**src/rtl/dmem_arbiter.sv**
```systemverilog
// dmem_arbiter: shares a single-ported data memory between the core MEM stage
// (port C) and a loader/debug DMA (port L). Round-robin arbitration with a
// bounded locked-burst mode for the loader, Mealy grant/stall, 1-cycle reads.
module dmem_arbiter #(
    parameter int ADDR_W   = 64,
    parameter int DATA_W   = 64,
    parameter int LOCK_MAX = 8
) (
    input  logic              i_clk,
    input  logic              i_reset,
    input  logic              i_c_req,
    input  logic              i_c_we,
    input  logic [ADDR_W-1:0] i_c_addr,
    input  logic [DATA_W-1:0] i_c_wdata,
    output logic              o_c_gnt,
    output logic              o_c_stall,
    output logic              o_c_rvalid,
    output logic [DATA_W-1:0] o_c_rdata,
    input  logic              i_l_req,
    input  logic              i_l_we,
    input  logic [ADDR_W-1:0] i_l_addr,
    input  logic [DATA_W-1:0] i_l_wdata,
    input  logic              i_l_lock,
    output logic              o_l_gnt,
    output logic              o_l_rvalid,
    output logic [DATA_W-1:0] o_l_rdata,
    output logic              o_m_MemRead,
    output logic              o_m_MemWrite,
    output logic [ADDR_W-1:0] o_m_addr,
    output logic [DATA_W-1:0] o_m_wdata,
    input  logic [DATA_W-1:0] i_m_rdata
);

    localparam int                CNT_W   = $clog2(LOCK_MAX + 1);
    localparam logic [CNT_W-1:0] CNT_MAX = CNT_W'(LOCK_MAX);

    typedef enum logic {
        MODE_SHARE  = 1'b0,
        MODE_LOCKED = 1'b1
    } mode_t;

    mode_t             r_mode;
    mode_t             w_mode_nxt;
    logic              r_last;        // last granted port: 0 = C, 1 = L
    logic              w_last_nxt;
    logic [CNT_W-1:0]  r_lock_cnt;
    logic [CNT_W-1:0]  w_lock_cnt_nxt;

    logic              w_c_gnt;
    logic              w_l_gnt;
    logic              w_c_rd;
    logic              w_l_rd;

    // read-return stage: owner/flag plus one data register per port so the
    // port that is not being returned to keeps its last read data
    logic              r_rpend_p1;
    logic              r_rsel_p1;     // 0 = C, 1 = L
    logic [DATA_W-1:0] r_c_rdata_p1;
    logic [DATA_W-1:0] r_l_rdata_p1;

    // Arbitration state register: mode, last winner, locked-burst counter
    always_ff @(posedge i_clk or posedge i_reset) begin
        if (i_reset) begin
            r_mode     <= MODE_SHARE;
            r_last     <= 1'b1;       // core wins the first contention
            r_lock_cnt <= '0;
        end else begin
            r_mode     <= w_mode_nxt;
            r_last     <= w_last_nxt;
            r_lock_cnt <= w_lock_cnt_nxt;
        end
    end

    // Next-state: a locked loader grant extends the burst, anything else drops back to sharing
    always_comb begin
        w_mode_nxt     = MODE_SHARE;
        w_lock_cnt_nxt = '0;
        w_last_nxt     = r_last;
        if (w_c_gnt) begin
            w_last_nxt = 1'b0;
        end else if (w_l_gnt) begin
            w_last_nxt = 1'b1;
        end
        if (w_l_gnt && i_l_lock && i_l_req) begin
            w_mode_nxt = MODE_LOCKED;
            if (i_c_req) begin
                // saturate so a long burst never wraps back to starving the core
                w_lock_cnt_nxt = (r_lock_cnt == CNT_MAX) ? CNT_MAX
                                                         : r_lock_cnt + CNT_W'(1);
            end
        end
    end

    // Grant decode (Mealy); everything is masked while reset is held
    always_comb begin
        w_c_gnt = 1'b0;
        w_l_gnt = 1'b0;
        if (!i_reset) begin
            if (i_c_req && i_l_req) begin
                if (r_mode == MODE_LOCKED) begin
                    if (r_lock_cnt < CNT_MAX) begin
                        w_l_gnt = 1'b1;
                    end else begin
                        w_c_gnt = 1'b1;
                    end
                end else if (r_last) begin
                    w_c_gnt = 1'b1;
                end else begin
                    w_l_gnt = 1'b1;
                end
            end else if (i_c_req) begin
                w_c_gnt = 1'b1;
            end else if (i_l_req) begin
                w_l_gnt = 1'b1;
            end
        end
    end

    // Memory pin mux: the winner's request goes out, idle pins are driven to zero
    always_comb begin
        o_m_MemRead  = 1'b0;
        o_m_MemWrite = 1'b0;
        o_m_addr     = '0;
        o_m_wdata    = '0;
        if (w_c_gnt) begin
            o_m_MemRead  = ~i_c_we;
            o_m_MemWrite = i_c_we;
            o_m_addr     = i_c_addr;
            o_m_wdata    = i_c_wdata;
        end else if (w_l_gnt) begin
            o_m_MemRead  = ~i_l_we;
            o_m_MemWrite = i_l_we;
            o_m_addr     = i_l_addr;
            o_m_wdata    = i_l_wdata;
        end
    end

    assign w_c_rd = w_c_gnt & ~i_c_we;
    assign w_l_rd = w_l_gnt & ~i_l_we;

    // Read-return stage boundary: capture memory data for the granted reader
    always_ff @(posedge i_clk or posedge i_reset) begin
        if (i_reset) begin
            r_rpend_p1   <= 1'b0;
            r_rsel_p1    <= 1'b0;
            r_c_rdata_p1 <= '0;
            r_l_rdata_p1 <= '0;
        end else begin
            r_rpend_p1 <= w_c_rd | w_l_rd;
            if (w_c_rd) begin
                r_rsel_p1    <= 1'b0;
                r_c_rdata_p1 <= i_m_rdata;
            end else if (w_l_rd) begin
                r_rsel_p1    <= 1'b1;
                r_l_rdata_p1 <= i_m_rdata;
            end
        end
    end

    assign o_c_gnt    = w_c_gnt;
    assign o_l_gnt    = w_l_gnt;
    assign o_c_stall  = i_c_req & ~w_c_gnt & ~i_reset;
    assign o_c_rvalid = r_rpend_p1 & ~r_rsel_p1;
    assign o_l_rvalid = r_rpend_p1 & r_rsel_p1;
    assign o_c_rdata  = r_c_rdata_p1;
    assign o_l_rdata  = r_l_rdata_p1;

endmodule

```
**config.mk**
```make
export PLATFORM = sky130hd
export DESIGN_NAME = dmem_arbiter
export DESIGN_NICKNAME = d
export VERILOG_FILES = /design/src/rtl/dmem_arbiter.sv
export SDC_FILE = /design/constraint.sdc
export NUM_CORES = 1
export LEC_CHECK = 0
export ABC_CLOCK_PERIOD_IN_PS = 4400
export BUFFER_PORTS_ARGS = -buffer_cell sky130_fd_sc_hd__buf_4
export CAP_MARGIN = 20
export CORE_AREA = 2 2 229 231
export CTS_BUF_LIST = sky130_fd_sc_hd__clkbuf_4
export DETAILED_ROUTE_END_ITERATION = 16
export DIE_AREA = 0 0 231 233
export RECOVER_POWER = 100
export SLEW_MARGIN = 20
export SYNTH_ARGS = -nofsm -noshare
export SYNTH_HDL_FRONTEND = slang
export SYNTH_SLANG_ARGS = --single-unit
```
**constraint.sdc**
```tcl
create_clock -name i_clk -period 4.4 [get_ports i_clk]
set_input_delay 0.44 -clock i_clk [delete_from_list [all_inputs] [get_ports i_clk]]
set_output_delay 0.44 -clock i_clk [all_outputs]
set_load 0.02 [all_outputs]
```
Word level (Yosys, flattened, before mapping)
Cells that the tools add are included.
{"block": "op_classes", "magnitude_cmp": 1, "muxes": 29, "addsub": 1, "n_eq_ne": 1, "n_reduce_logical": 6, "bitwise": 13}
{"op": "2-to-1 mux 64 bit", "count": 4}
{"op": "2-to-1 mux 1 bit", "count": 22}
{"op": "2-to-1 mux 4 bit", "count": 3}
{"op": "AND 1 bit", "count": 6}
{"op": "NOT 1 bit", "count": 6}
{"op": "adder 4 x 1 -> 4 bit, second input constant", "count": 1}
{"op": "equality test 4 bit, second input constant", "count": 1}
{"op": "< comparator 4 bit, second input constant", "count": 1}
{"op": "nonzero test 2 bit", "count": 2}
{"op": "logical AND 1 bit", "count": 3}
{"op": "AND reduction 2 bit", "count": 1}
{"op": "bitwise OR 1 bit", "count": 1}
{"block": "word_totals", "reg_bits": 136, "wordCells": 58, "in_bits": 327}

Depth between registers and ports, before layout
Gate-level depths: netlist of run 1.
{"block": "logic_depth", "ltp_word": 8, "ltp_mapped": 5, "ltp_nobuf": 5}

Worst setup path after synthesis of run 1
OpenSTA, ideal clock, no wires.
{"block": "synth_path", "path_kind": "register to output", "startpoint": "register r_mode", "endpoint": "output port o_m_addr[52]", "path_slack_ns": 2.262, "stages_incl_launch_ff": 5, "arrival_time_ns": 1.698, "required_time_ns": 3.960, "path_buffers": 1, "cell_sequence": "dfrtp_1 -> mux2_4 -> a21oi_1 -> clkbuf_1 -> a22o_1"}
{"block": "synth_between", "elab_chain_len": 5, "word_cells_on_any_way": 8}
{"element": "start: declaration", "line": "42", "rtl": "mode_t r_mode;"}
{"element": "start signal: assignment", "line": "68", "rtl": "r_mode <= w_mode_nxt;"}
{"element": "2-to-1 mux 1 bit", "line": "100", "rtl": "if (r_mode == MODE_LOCKED) begin"}
{"element": "2-to-1 mux 1 bit", "line": "99", "rtl": "if (i_c_req && i_l_req) begin"}
{"element": "2-to-1 mux 1 bit", "line": "98", "rtl": "if (!i_reset) begin"}
{"element": "net o_l_gnt", "line": "24", "rtl": "output logic o_l_gnt,"}
{"element": "2-to-1 mux 64 bit", "line": "130", "rtl": "end else if (w_l_gnt) begin"}
{"element": "2-to-1 mux 64 bit", "line": "125", "rtl": "if (w_c_gnt) begin"}
{"element": "end: declaration", "line": "29", "rtl": "output logic [ADDR_W-1:0] o_m_addr,"}
The timed path passes the listed nets, and every way through them passes these cells.

Worst setup path in the final report of run 1
{"block": "layout_path", "startpoint": "register r_lock_cnt[3]", "endpoint": "output port o_m_addr[53]"}
{"block": "layout_between", "elab_chain_len": 7, "word_cells_on_any_way": 11}
{"element": "start: declaration", "line": "46", "rtl": "logic [CNT_W-1:0] r_lock_cnt;"}
{"element": "start signal: assignment", "line": "70", "rtl": "r_lock_cnt <= w_lock_cnt_nxt;"}
{"element": "< comparator 4 bit (*)", "line": "101", "rtl": "if (r_lock_cnt < CNT_MAX) begin"}
{"element": "2-to-1 mux 1 bit", "line": "101"}
{"element": "2-to-1 mux 1 bit", "line": "100"}
{"element": "2-to-1 mux 1 bit", "line": "99"}
{"element": "2-to-1 mux 1 bit", "line": "98"}
{"element": "2-to-1 mux 64 bit", "line": "130"}
{"element": "2-to-1 mux 64 bit (*)", "line": "125"}
Every way passes the cells marked *; elsewhere a longest branch is shown, timed or not.

==> results of run 1 <==
-- metrics by stage --
stage	worst slack (ps)	std cells	power, mW	instance area [um2]
global route	220	1810	4.59	11700
detailed placement	1190	1715	3.78	11700
global placement	1030	1714	3.75	11700
floorplan	322	469	2.62	6440
CTS	501	1808	4.75	12700
finish	481	1811	4.36	11700
-- Yosys cell counts (2+ instances only) --
cell / count
nand2b_1: 3
nor2b_1: 2
clkbuf_1: 9
inv_1: 3
and2_1: 2
dfrtp_1: 135
a22o_1: 129
mux2_1: 27
nor2_1: 4
buf_4: 5
buf_6: 3
buf_2: 25
ha_1: 2
or2_2: 2
and3_1: 2
a211oi_2: 2
a21oi_1: 3
mux2_2: 101
-- worst register-to-register path, cell delays in order (launching register included) --
cell      delay, ps
dfstp_1         570
mux2i_1         170
a211oi_1       1340
buf_12          380
mux2_2          510
-- registers in the layout (all words and copies together) (netlist names) --
register and flops:
o_c_rdata 64, o_l_rdata 64, r_lock_cnt 4, r_last 1
r_mode 1, r_rpend_p1 1, r_rsel_p1 1
-- cell families after synthesis --
group	after synthesis	synth area share, %
AOI/OAI and AO/OA	135	18.3
adders and majority gates	2	0.389
buffers and inverters	45	3.75
muxes	130	22.8
xor gates and xnor gates	1	0.136
DFF	136	52.9
and+or+nand+nor	20	1.73
-- layer usage --
metal  up-vias  track usage [%]
li1       3101                -
met1      3540             21.2
met2       414             28.6
met3        61             6.83
met4        14             3.91
met5         -                0
-- final timing paths --
| check | start | depth (start not counted) | endpoint | slack, ps |
|---|---|---|---|---|
| max | r_lock_cnt[3] | 6 | o_m_addr[53] | 480 |
| min | i_m_rdata[38] | 2 | o_c_rdata[38] | 100 |
| max reg2reg | r_last | 4 | o_c_rdata[37] | 1330 |
| min reg2reg | o_l_rdata[28] | 1 | o_l_rdata[28] | 500 |
| max in group asynchronous | i_reset | 4 | o_l_rdata[15] | 1140 |
| min in group asynchronous | i_reset | 3 | o_l_rdata[7] | 1450 |
-- area by class of cell --
class	count	area [um2]	share of cell area [%]
clock inverter	14	174	1.48
antenna	3	7.51	0.0640
timing repair buffer	669	4340	37.0
clock buffer	18	135	1.15
multi-input combinational	288	2800	23.9
tap	680	851	7.26
inverter	3	11.3	0.0961
sequential	136	3400	29.0
-- where the power goes --
part | internal (mW) | switching, mW
clock network | 0.403 | 0.504
registers | 1.54 | 0.151
logic | 0.681 | 1.09
-- what timing repair did --
item                      in CTS  in global routing
resized for setup              0                  0
hold buffers                  61                  0
setup buffers                  0                  0
hold endpoints to repair     180                  0
-- cell usage in the layout, fill, tap and decap left out, types with 2 or more instances in the layout --
cell type      synthesis  routed
mux2_1                27      29
and3_1                 2       2
clkbuf_4               0      18
dlygate4sd3_1          0      61
bufinv_16              0       3
ha_1                   2       2
a22o_1               129     129
nor2_1                 4       4
clkbuf_2               0       6
a21oi_4                0       2
clkinvlp_4             0       3
or2_2                  2       2
clkbuf_1               9     232
buf_12                 0       4
diode_2                0       3
dfrtp_1              135     135
buf_4                  5     366
inv_6                  0       2
clkinv_4               0       4
nand2b_1               3       3
nor2b_1                2       2
inv_1                  3       3
a211oi_1               0       2
mux2_2               101     100
==> flow_metrics.tcl, run 1 <==
set metrics [dict create \
    antenna_found_initial 15 \
    worst_ir_drop_vdd_uv 219 \
    place_hpwl_um 42500 \
    synth-seq-cells 136 \
    min_period_ps 3920 \
    worstMarginPinSlew_ps 2810 \
    io_pins 590 \
    path_class "reg2out" \
    critPathMaxStageDelay_ps 620 \
    syn_inst 469 \
    violations "max-capacitance violations, max-slew violations" \
    row_count 83 \
    finalNetCount 1444 \
    synth_area_leaders "dfrtp_1 52%, mux2_2 18%, a22o_1 18%" \
    timing.fmax_mhz 255 \
    synth_largest_area_cell "dfrtp_1" \
    async_reset_ff_share_pct 100 \
    wl_met1_um 20000 \
    synth_edf_count 0 \
    track_usage_pct 17.3 \
    cts-htree-levels 4 \
    portBuffers 589 \
    root_buffer "clkbuf_4" \
    area_growth_pct 82.1 \
    gp_congestion 0.909 \
    grt_overflow_total 0 \
    worstPathCellList "mux2_1 -> a21oi_4 -> clkbuf_2 -> buf_4 -> a22o_1 -> clkbuf_1" \
    leakagePower_nw 5.20 \
    critPathBufInv 3 \
    numCtsBuffers 17 \
    highest_layer "met5" \
    cpMaxStageDelayCell "clkbuf_2" \
    drive_gt1_share_pct 45.4 \
    cts_tree "done" \
    die_x_um 231 \
    utilization_pct 22.9 \
    cp-end-kind "output pin" \
    crit_path_start_kind "flip-flop" \
    wl_met3_um 4610 \
    start_util_pct 12.6 \
    clkTransAtPathRegs_ps 130 \
    rsz0062_at_grt "false" \
    hold_viol_final 0 \
    slew_viol_final 93 \
    clock_skew_ps 25.2 \
    clock_latency_ps 600 \
    whs_ps 96.2 \
    slew_headroom_pct -87.6 \
    synth_cell_type_count 28 \
    grt_pass1_wl_um 62600 \
    synth_flop_cell "dfrtp_1" \
    cts_sinks 136 \
    clock_path_buffers 2 \
    power_density_nw_per_um2 372 \
    critical-path-top-delay-family "buffers and inverters" \
    syn-num-nets 798 \
    synth_top_area_share_pct 52.5 \
    outcome "complete, but fails checks" \
    syn_area_um2 6440 \
    die_y_um 233 \
    vias 7130 \
    post-route-period-util_pct 89.1 \
    tns_ps 0 \
    grt_start_max_net_pins 73 \
    cp.required_ps 3960 \
    setup_violations 0 \
    wl_um 48600 \
    drt_first_pass_iters 4 \
    drt_iter0_drc 303 \
    drc 0 \
    viasPerCell 3.94 \
    timing.max_cap.violations 3 \
    die_area_um2 53800 \
    dr_wl_met2_um 23000 \
    fillers 5707 \
    drt-wirelength-per-cell_um 26.9 \
    grt_pass1_vias 7376 \
    core-area_um2 51100 \
    drtAntennaViolNets 0 \
    cp_max_fo 24 \
    ys_warn_count 0 \
    hold_class "in2reg" \
    synth-seq-area-share_pct 52.9 \
    worstPathArrival_ps 3480 \
    syn_avg_cell_area_um2 13.7 \
]
(Power assumes the default switching activity.)
==> run 2: changes to the inputs <==
--- a/config.mk
+++ b/config.mk
@@ -12,6 +12,7 @@
 export CTS_BUF_LIST = sky130_fd_sc_hd__clkbuf_4
 export DETAILED_ROUTE_END_ITERATION = 16
 export DIE_AREA = 0 0 231 233
+export MAX_ROUTING_LAYER = met4
 export RECOVER_POWER = 100
 export SLEW_MARGIN = 20
 export SYNTH_ARGS = -nofsm -noshare
==> run 2 against run 1 <==
Sequential cell count is the same. The flow still finishes with violations (max-capacitance violations, max-slew violations). Combinational power is essentially flat. Largest cell class unchanged. Worst hold slack got worse by 6.3 ps.
==> flow_metrics.tcl, run 2 (synthesis results as in run 1) <==
set metrics [dict create \
    clock_path_buffers 2 \
    vias 7006 \
    start_util_pct 12.6 \
    place_hpwl_um 42000 \
    seqPwrFrac_pct 39.6 \
    rsz0062_at_grt "false" \
    final_cell_mix "346 x buf_4, 257 x clkbuf_1, 135 x dfrtp_1" \
    post-place-ws_ps 1000 \
    p_sw_mw 1.73 \
    cp.required_ps 3960 \
    swShare_pct 40.6 \
    cts_resized 0 \
    final_common_cell "buf_4" \
    drt_first_pass_iters 5 \
    reg2reg_depth 4 \
    drive_gt1_share_pct 44.7 \
    clkTransAtPathRegs_ps 130 \
    r2r_start "r_lock_cnt[3]" \
    antenna_found_initial 19 \
    grt_overflow_total 0 \
    whs_ps 89.9 \
    cts_tree "done" \
    cp_max_fo 17 \
    grt_start_max_net_pins 87 \
    post-route-period-util_pct 90.7 \
    cts_sinks 136 \
    critPathMaxStageDelay_ps 660 \
    tns_ps 0 \
    area_growth_pct 75.8 \
    gp_congestion 0.959 \
    grt_pass1_vias 7067 \
    wl_um 48000 \
    p_int_mw 2.54 \
    clock_latency_ps 600 \
    power_density_nw_per_um2 378 \
    setup_violations 0 \
    io_pins 590 \
    regArea_um2 3400 \
    worstMarginPinSlew_ps 2250 \
    drt_iter0_drc 347 \
    slew_viol_final 62 \
    path_class "reg2out" \
    drt-wirelength-per-cell_um 26.9 \
    worst_ir_drop_vdd_uv 237 \
    track_usage_pct 17.4 \
    hold_viol_final 0 \
    setup_ws_ps 407 \
    clock_skew_ps 42.3 \
    comb_power_share_pct 40.6 \
    portBuffers 589 \
    hold_class "in2reg" \
    reg2reg_to "o_l_rdata[37]" \
    r2r_slack_ps 1320 \
    row_count 83 \
    worstPathCellList "mux2_1 -> a21oi_4 -> buf_16 -> clkbuf_1 -> a22o_1 -> clkbuf_1" \
    die_y_um 233 \
    cts-htree-levels 4 \
    crit_top_cell "clkbuf_1" \
    die_x_um 231 \
    viasPerCell 3.93 \
    die_area_um2 53800 \
    finalNetCount 1411 \
    cpMaxStageDelayCell "clkbuf_1" \
    critPathLaunch "r_lock_cnt[3]" \
    min_period_ps 3990 \
    outcome "complete, but fails checks" \
    drtAntennaViolNets 0 \
    timing.fmax_mhz 250 \
    fillers 5786 \
    numCtsBuffers 17 \
    multi_input_area_um2 2800 \
    violations "max-capacitance violations, max-slew violations" \
    placed_area_um2 11700 \
    fin_area_um2 11300 \
    worstPathArrival_ps 3550 \
    leakagePower_nw 4.97 \
    total_power_mw 4.27 \
    slew_headroom_pct -49.9 \
    path_depth 6 \
    crit_path_start_kind "flip-flop" \
    root_buffer "clkbuf_4" \
    critical-path-top-delay-family "buffers and inverters" \
    grt_pass1_wl_um 60700 \
    power.share.clock_pct 19.8 \
    cp-endpoint "o_m_wdata[30]" \
    timing.max_cap.violations 3 \
    cp-end-kind "output pin" \
    drc 0 \
    core-area_um2 51100 \
    critPathBufInv 3 \
]
==> run 2: cell count changes in the layout (fill, tap and decap cells not counted), moves of 2 or more <==
cell           previous run  this run
clkbuf_1                232       257
clkbuf_2                  6         1
diode_2                   3         6
buf_4                   366       346
clkinvlp_4                3         1
dlygate4sd3_1            61        27
==> run 2: power by group through the flow <==
| stage | clock network, mW | logic, mW | registers (mW) |
|---|---|---|---|
| global placement | 0 | 2.05 | 1.71 |
| detailed placement | 0 | 2.06 | 1.72 |
| floorplan | 0 | 0.556 | 2.07 |
| finish | 0.846 | 1.74 | 1.69 |
| global route | 0.938 | 1.83 | 1.73 |
| CTS | 0.884 | 2.08 | 1.70 |
==> run 2: stage by stage <==
step,util [%],instances
after global routing,22.1,1781
after global placement,23.0,1715
after floorplan,-,469
final,22.1,1781
after detailed placement,23.0,1715
after CTS,24.0,1774
==> run 2: worst min path at each step <==
stage / start / endpoint / slack, ps / cells past startpoint
5_1_grt: i_m_rdata[23] / o_l_rdata[23] / 10 / 2
4_1_cts: i_m_rdata[16] / o_l_rdata[16] / 0.4 / 2
3_3_place_gp: o_l_rdata[23] / o_l_rdata[23] / 470 / 1
2_1_floorplan: r_lock_cnt[0] / r_lock_cnt[0] / 460 / 1
6_report: i_m_rdata[45] / o_l_rdata[45] / 90 / 2
3_5_place_dp: o_l_rdata[8] / o_l_rdata[8] / 480 / 1
==> run 2: per-layer routing <==
layer / track usage (%) / vias to the layer above / part of all wire (%)
li1: - / 3039 / -
met1: 21.0 / 3489 / 43
met2: 27.1 / 431 / 46
met3: 7.16 / 47 / 9.3
met4: 3.87 / 0 / 2.3
met5: - / - / 0
==> run 2: worst register-to-register path, delay by kind of cell (launching register included) <==
family	cells	cell delay [ps]
DFF	1	430
muxes	2	890
AOI/OAI and AO/OA	1	1290
buffers and inverters	1	370
==> run 2: area by class of cell <==
cell class,instances,share of cell area [%]
timing repair buffer,636,34.9
sequential,136,30.1
multi-input combinational,288,24.7
tap,680,7.52
clock inverter,14,1.32
clock buffer,18,1.19
inverter,3,0.144
antenna,6,0.133
==> run 2: repair_timing <==
item                                   in CTS  in global routing
endpoints found under the hold margin      90                  0
hold buffers                               27                  0
setup buffers                               0                  0
